--- src/rtl/reg_scoreboard_if.sv ---
// Issue/writeback/drain bundle between decode, the register-file write port and the scoreboard.
// The master side drives requests; the slave side (scoreboard) returns ready, masks and status.
interface reg_scoreboard_if #(
    parameter int NREG = 32,
    parameter int AW   = 5,
    parameter int PW   = 16
);
    logic            issue_valid;
    logic [AW-1:0]   issue_rs;
    logic [AW-1:0]   issue_rt;
    logic            use_rs;
    logic            use_rt;
    logic            issue_wr;
    logic [AW-1:0]   issue_rd;
    logic            issue_ready;
    logic            wb_valid;
    logic [AW-1:0]   wb_rd;
    logic            flush;
    logic            drain_req;
    logic            drain_done;
    logic [NREG-1:0] busy_mask;
    logic            wb_error;
    logic [PW-1:0]   stall_cnt;

    modport master (
        output issue_valid, issue_rs, issue_rt, use_rs, use_rt, issue_wr, issue_rd,
        output wb_valid, wb_rd, flush, drain_req,
        input  issue_ready, drain_done, busy_mask, wb_error, stall_cnt
    );

    modport slave (
        input  issue_valid, issue_rs, issue_rt, use_rs, use_rt, issue_wr, issue_rd,
        input  wb_valid, wb_rd, flush, drain_req,
        output issue_ready, drain_done, busy_mask, wb_error, stall_cnt
    );
endinterface

--- src/rtl/reg_scoreboard.sv ---
// Purpose: per-register pending-write counters gating issue, plus a drain/quiesce sequence.
// Latency: issue_ready is combinational (same-cycle writeback releases); drain_done >= 2 cycles after drain_req.
// Backpressure: issue_ready drops on RAW/WAW-overflow hazards, during flush, and outside RUN.
module reg_scoreboard #(
    parameter int NREG = 32,
    parameter int AW   = 5,
    parameter int CW   = 2,
    parameter int PW   = 16
) (
    input  logic            clock,
    input  logic            reset,
    reg_scoreboard_if.slave sb
);
    localparam logic [1:0]    ST_RUN   = 2'd0;
    localparam logic [1:0]    ST_DRAIN = 2'd1;
    localparam logic [1:0]    ST_DONE  = 2'd2;
    localparam logic [CW-1:0] CNT_MAX  = {CW{1'b1}};
    localparam logic [PW-1:0] STALL_MAX = {PW{1'b1}};

    logic [CW-1:0]   cnt_q [NREG];
    logic [CW-1:0]   cnt_d [NREG];
    logic [1:0]      state_q, state_d;
    logic            wb_error_q, wb_error_d;
    logic [PW-1:0]   stall_cnt_q, stall_cnt_d;

    logic [NREG-1:0] wb_hit;
    logic [NREG-1:0] busy;
    logic [CW-1:0]   eff_rs, eff_rt, eff_rd;
    logic            ready;
    logic            fire;
    logic            inc;
    logic            all_zero_d;

    // A writeback landing this cycle is visible to readers, so hazards use the post-writeback count.
    always_comb begin
        wb_hit = '0;
        for (int r = 1; r < NREG; r++) begin
            wb_hit[r] = sb.wb_valid && (sb.wb_rd == AW'(r)) && (cnt_q[r] != '0);
        end
        eff_rs = cnt_q[sb.issue_rs] - CW'(wb_hit[sb.issue_rs]);
        eff_rt = cnt_q[sb.issue_rt] - CW'(wb_hit[sb.issue_rt]);
        eff_rd = cnt_q[sb.issue_rd] - CW'(wb_hit[sb.issue_rd]);

        ready = (state_q == ST_RUN) && !sb.flush
              && !(sb.use_rs   && (sb.issue_rs != '0) && (eff_rs != '0))
              && !(sb.use_rt   && (sb.issue_rt != '0) && (eff_rt != '0))
              && !(sb.issue_wr && (sb.issue_rd != '0) && (eff_rd == CNT_MAX));
        fire = sb.issue_valid && ready;
    end

    always_comb begin
        inc        = 1'b0;
        all_zero_d = 1'b1;
        cnt_d[0]   = '0;
        for (int r = 1; r < NREG; r++) begin
            inc = fire && sb.issue_wr && (sb.issue_rd == AW'(r));
            if (sb.flush) begin
                cnt_d[r] = '0;
            end else begin
                cnt_d[r] = cnt_q[r] + CW'(inc) - CW'(wb_hit[r]);
            end
            if (cnt_d[r] != '0) begin
                all_zero_d = 1'b0;
            end
        end
    end

    always_comb begin
        wb_error_d = wb_error_q
                   | (sb.wb_valid && (sb.wb_rd != '0) && (cnt_q[sb.wb_rd] == '0) && !sb.flush);

        stall_cnt_d = stall_cnt_q;
        if (sb.issue_valid && !ready && (stall_cnt_q != STALL_MAX)) begin
            stall_cnt_d = stall_cnt_q + PW'(1);
        end

        state_d = state_q;
        case (state_q)
            ST_RUN:   if (sb.drain_req) state_d = ST_DRAIN;
            ST_DRAIN: if (all_zero_d)   state_d = ST_DONE;
            ST_DONE:  state_d = ST_RUN;
            default:  state_d = ST_RUN;
        endcase
        if (sb.flush) begin
            state_d = ST_RUN;
        end
    end

    always_ff @(posedge clock or posedge reset) begin
        if (reset) begin
            for (int r = 0; r < NREG; r++) begin
                cnt_q[r] <= '0;
            end
            state_q     <= ST_RUN;
            wb_error_q  <= 1'b0;
            stall_cnt_q <= '0;
        end else begin
            for (int r = 0; r < NREG; r++) begin
                cnt_q[r] <= cnt_d[r];
            end
            state_q     <= state_d;
            wb_error_q  <= wb_error_d;
            stall_cnt_q <= stall_cnt_d;
        end
    end

    always_comb begin
        busy = '0;
        for (int r = 1; r < NREG; r++) begin
            busy[r] = (cnt_q[r] != '0);
        end
    end

    assign sb.issue_ready = ready;
    assign sb.drain_done  = (state_q == ST_DONE);
    assign sb.busy_mask   = busy;
    assign sb.wb_error    = wb_error_q;
    assign sb.stall_cnt   = stall_cnt_q;
endmodule

--- src/flat_wrapper.sv ---
// flat-port wrapper written by rule: the top's interface ports become plain ports
module reg_scoreboard_flat 
#(
    parameter int NREG = 32,
    parameter int AW   = 5,
    parameter int CW   = 2,
    parameter int PW   = 16
)
  (clock, reset, sb_issue_valid, sb_issue_rs, sb_issue_rt, sb_use_rs, sb_use_rt, sb_issue_wr, sb_issue_rd, sb_wb_valid, sb_wb_rd, sb_flush, sb_drain_req, sb_issue_ready, sb_drain_done, sb_busy_mask, sb_wb_error, sb_stall_cnt);
  reg_scoreboard_if #(.NREG(NREG), .AW(AW), .PW(PW)) sb_i ();
  input  logic clock;
  input  logic reset;
  input wire logic [$bits(sb_i.issue_valid)-1:0] sb_issue_valid;
  input wire logic [$bits(sb_i.issue_rs)-1:0] sb_issue_rs;
  input wire logic [$bits(sb_i.issue_rt)-1:0] sb_issue_rt;
  input wire logic [$bits(sb_i.use_rs)-1:0] sb_use_rs;
  input wire logic [$bits(sb_i.use_rt)-1:0] sb_use_rt;
  input wire logic [$bits(sb_i.issue_wr)-1:0] sb_issue_wr;
  input wire logic [$bits(sb_i.issue_rd)-1:0] sb_issue_rd;
  input wire logic [$bits(sb_i.wb_valid)-1:0] sb_wb_valid;
  input wire logic [$bits(sb_i.wb_rd)-1:0] sb_wb_rd;
  input wire logic [$bits(sb_i.flush)-1:0] sb_flush;
  input wire logic [$bits(sb_i.drain_req)-1:0] sb_drain_req;
  output wire logic [$bits(sb_i.issue_ready)-1:0] sb_issue_ready;
  output wire logic [$bits(sb_i.drain_done)-1:0] sb_drain_done;
  output wire logic [$bits(sb_i.busy_mask)-1:0] sb_busy_mask;
  output wire logic [$bits(sb_i.wb_error)-1:0] sb_wb_error;
  output wire logic [$bits(sb_i.stall_cnt)-1:0] sb_stall_cnt;
  assign sb_i.issue_valid = sb_issue_valid;
  assign sb_i.issue_rs = sb_issue_rs;
  assign sb_i.issue_rt = sb_issue_rt;
  assign sb_i.use_rs = sb_use_rs;
  assign sb_i.use_rt = sb_use_rt;
  assign sb_i.issue_wr = sb_issue_wr;
  assign sb_i.issue_rd = sb_issue_rd;
  assign sb_i.wb_valid = sb_wb_valid;
  assign sb_i.wb_rd = sb_wb_rd;
  assign sb_i.flush = sb_flush;
  assign sb_i.drain_req = sb_drain_req;
  assign sb_issue_ready = sb_i.issue_ready;
  assign sb_drain_done = sb_i.drain_done;
  assign sb_busy_mask = sb_i.busy_mask;
  assign sb_wb_error = sb_i.wb_error;
  assign sb_stall_cnt = sb_i.stall_cnt;
  reg_scoreboard #(.NREG(NREG), .AW(AW), .CW(CW), .PW(PW)) u_core (.clock(clock), .reset(reset), .sb(sb_i));
endmodule
--- config.mk ---
export PLATFORM = sky130hd
export DESIGN_NAME = reg_scoreboard_flat
export DESIGN_NICKNAME = d
export VERILOG_FILES = /design/src/rtl/reg_scoreboard_if.sv /design/src/rtl/reg_scoreboard.sv /design/src/flat_wrapper.sv
export SDC_FILE = /design/constraint.sdc
export NUM_CORES = 1
export LEC_CHECK = 0
export CAP_MARGIN = 0
export CORE_MARGIN = 2
export CORE_UTILIZATION = 35
export CTS_CLUSTER_SIZE = 28
export DETAILED_ROUTE_END_ITERATION = 10
export PLACE_DENSITY = 0.54
export SYNTH_ARGS = -nofsm -noshare
export SYNTH_HDL_FRONTEND = slang
export SYNTH_SLANG_ARGS = --single-unit
export TNS_END_PERCENT = 30
--- constraint.sdc ---
create_clock -name clock -period 6 [get_ports clock]
set_input_delay 1.2 -clock clock [delete_from_list [all_inputs] [get_ports clock]]
set_output_delay 1.2 -clock clock [all_outputs]
set_load 0.005 [all_outputs]
==> metrics.yaml <==
status:
  outcome: "finished, violations left"
  failed_checks: "negative setup slack"
clock_network:
  root_buffer: "clkbuf_16"
  clock_path_buffers: 2
  cts_hold_buf: 0
  cts_tree: "done"
  ctsHtreeMaxLevel: 3
  clock_sinks: 81
  numCtsBuffers: 9
  clock_latency_ns: 0.35
  cts.clk_slew.worst_paths_ns: 0.06
floorplan:
  start_util_pct: 35.7
  die_height_um: 156
  rows: 55
  core-area_um2: 22700
  die-area_um2: 24400
  io_pins: 80
  die_w_um: 156
power:
  pwr_density_cell_nw_per_um2: 145
  p_leak_nw: 5.34
  ir_drop_mv: 0.179
global_routing:
  gr-total-overflow: 0
  grt_busiest_layer: "met2"
  grt_max_degree: 66
  grt_pass1_wl_mm: 49.9
  antenna_found_initial: 0
  use_met2_pct: 41.7
  grt_pass1_vias: 8151
  gr-usage-all-layers_pct: 27.6
  grtUsageMet3_pct: 8.56
  grt_util_met1_pct: 36.4
critical_path:
  crit_path_start_kind: "primary input"
  cp_num_buf_inv: 6
  required_ns: 6.18
  endpoint_kind: "flop"
  critical_path.max_fanout: 5
  cp_common_cell: "buf_4"
  crit_type: "in -> reg"
  worst_path_largest_cell_delay_ns: 0.52
  crit_family: "simple AND/OR/NAND/NOR gates"
  critPathArrivalTime_ns: 6.24
  crit_slowest_cell: "mux4_2"
yosys:
  async_flop_share_pct: 100
  synth_flop_cell: "dfrtp_1"
  syn_area_per_cell_um2: 9.27
  synth-seq-area-share_pct: 25.0
  netlist_area_um2: 8110
  synth_cells: 875
  yosys-top-cells-area: "dfrtp_1 25%, mux4_2 17%, ha_1 9.9%"
  yosysTopAreaCell: "dfrtp_1"
  synth_top_area_share_pct: 25.0
  syn_nets: 968
  synth_edf_count: 0
  yosys_warnings: 0
  synth_seq_cells: 81
  ys_types: 66
timing:
  hold_viol: 0
  skew_ns: 0.00837
  final-setup-viol-count: 2
  max_freq_mhz: 165
  rsz0062_at_grt: "yes"
  max_slew.worst_pin.slew_ns: 0.740
  fin_crit_sh_pct: 101
  fin_crit_ns: 6.05
  setup-tns-final_ns: -0.0761
  maxSlewHeadroom_pct: 50.7
  drv_slew: 0
  worst_slack_ns: -0.0517
routing:
  wl_per_cell_um: 23.2
  viasPerCell: 5.73
  drcViolationCount: 0
  drtIter0Drc: 822
  ant_nets: 0
  num_vias: 8053
  first_pass_iters: 5
  finalWirelength_mm: 32.6
final_layout:
  syn_to_final_growth_pct: 38.3
  fin_area_um2: 11200
  antennaDiodeCount: 0
  nNetsFinal: 1209
  final_common_cell: "buf_4"
  final_cell_mix: "194 x buf_4, 82 x inv_1, 81 x dfrtp_1"
  drive_above_1_share_pct: 32.6
job:
  maxCapViolCount: 0
place:
  place.gp.congestion: 1.00
  numPortBuffers: 78
  dp_hpwl_mm: 26.1
  placed_area_um2: 10600
worst_hold_path:
  hold_path.class: "reg -> reg"
==> state kept, by name (all words and copies together), names as in the netlist <==
signal               cells
u_core.state_q           2
u_core.sb.wb_error       1
u_core.sb.stall_cnt     16
u_core.cnt_q            62
==> per-stage QoR <==
step	worst slack, ns	total power (W)	utilization [%]	instances	hold WS, ns
4_1_cts	0.00142	0.00164	49.2	1403	0.500
3_5_place_dp	-1.10	0.000931	46.7	1386	0.489
5_1_grt	-0.325	0.00169	49.4	1405	0.521
6_report	-0.0517	0.00162	49.4	1405	0.497
2_1_floorplan	0.0131	0.000757	-	875	0.451
3_3_place_gp	-1.13	0.000930	46.7	1386	0.480
==> synthesized netlist by cell type (4+ instances only) <==
library cell,count
nand4_1,21
or3_1,6
o32ai_1,4
a31oi_1,4
nor4_1,22
o211ai_1,7
a211oi_1,4
nor2b_1,45
a21oi_1,7
inv_1,83
o21ai_1,4
clkbuf_1,26
mux2i_1,7
o22ai_1,5
and2_1,4
or2_2,21
nor3_1,31
mux2_2,6
or4_1,4
ha_1,64
nor3b_1,6
buf_1,8
and3_1,16
nand2b_1,9
buf_2,12
nor2_1,92
and4_1,4
o31ai_1,7
a2111oi_0,4
o21ai_0,8
nand2_1,51
xnor2_1,46
dfrtp_1,81
mux4_2,61
xor2_1,31
nand3_1,13
==> power breakdown <==
group	switching, W	internal (W)
clock network	0.000231	0.000458
logic	0.000175	0.000165
registers	0.0000284	0.000568
==> area by class of cell <==
class                      instances  area (µm²)
clock inverter                     5         128
clock buffer                      10         239
timing repair buffer             282        2400
sequential                        81        2030
tap                              285         357
fill                            2204       11500
multi-input combinational        658        5750
inverter                          84         317
==> path summary, 6_finish.rpt <==
path	slack (ns)	startpoint	cells past startpoint	endpoint
setup / recovery	-0.05	sb_wb_rd[0]	27	u_core.state_q[0]
hold / removal	0.50	u_core.sb.stall_cnt[6]	1	u_core.sb.stall_cnt[6]
setup reg to reg	0.38	u_core.cnt_q[13]	25	u_core.state_q[0]
hold reg to reg	0.50	u_core.sb.stall_cnt[6]	1	u_core.sb.stall_cnt[6]
max in group asynchronous	3.71	reset	3	u_core.cnt_q[46]
min in group asynchronous	1.24	reset	2	u_core.sb.stall_cnt[12]
==> cells by family after synthesis <==
kind of cell               count (synthesis)  synth area share (%)
and+or+nand+nor                          357                  23.3
buffers and inverters                    136                  6.89
AOI/OAI and AO/OA                         82                  7.56
DFF                                       81                  25.0
xor gates and xnor gates                  77                  8.31
muxes                                     77                  19.0
adders and majority gates                 64                  9.87
other                                      1                0.0462
==> routing by layer <==
| layer | vias up | share of wire, % | wire [µm] |
|---|---|---|---|
| met5 | - | 0 | 0 |
| met4 | 0 | 4.9 | 1590 |
| met2 | 503 | 43 | 14000 |
| met1 | 3825 | 41 | 13300 |
| met3 | 101 | 11 | 3650 |
| li1 | 3624 | - | - |
==> what timing repair did <==
| item | 4_1_cts | 5_1_grt |
|---|---|---|
| setup buffers | 4 | 2 |
| endpoints found under the setup margin | 3 | 3 |
| pin swaps | 17 | 7 |
| gates cloned | 0 | 0 |
| resized for setup | 62 | 11 |
No activity file was read; power rests on OpenSTA's default activity.
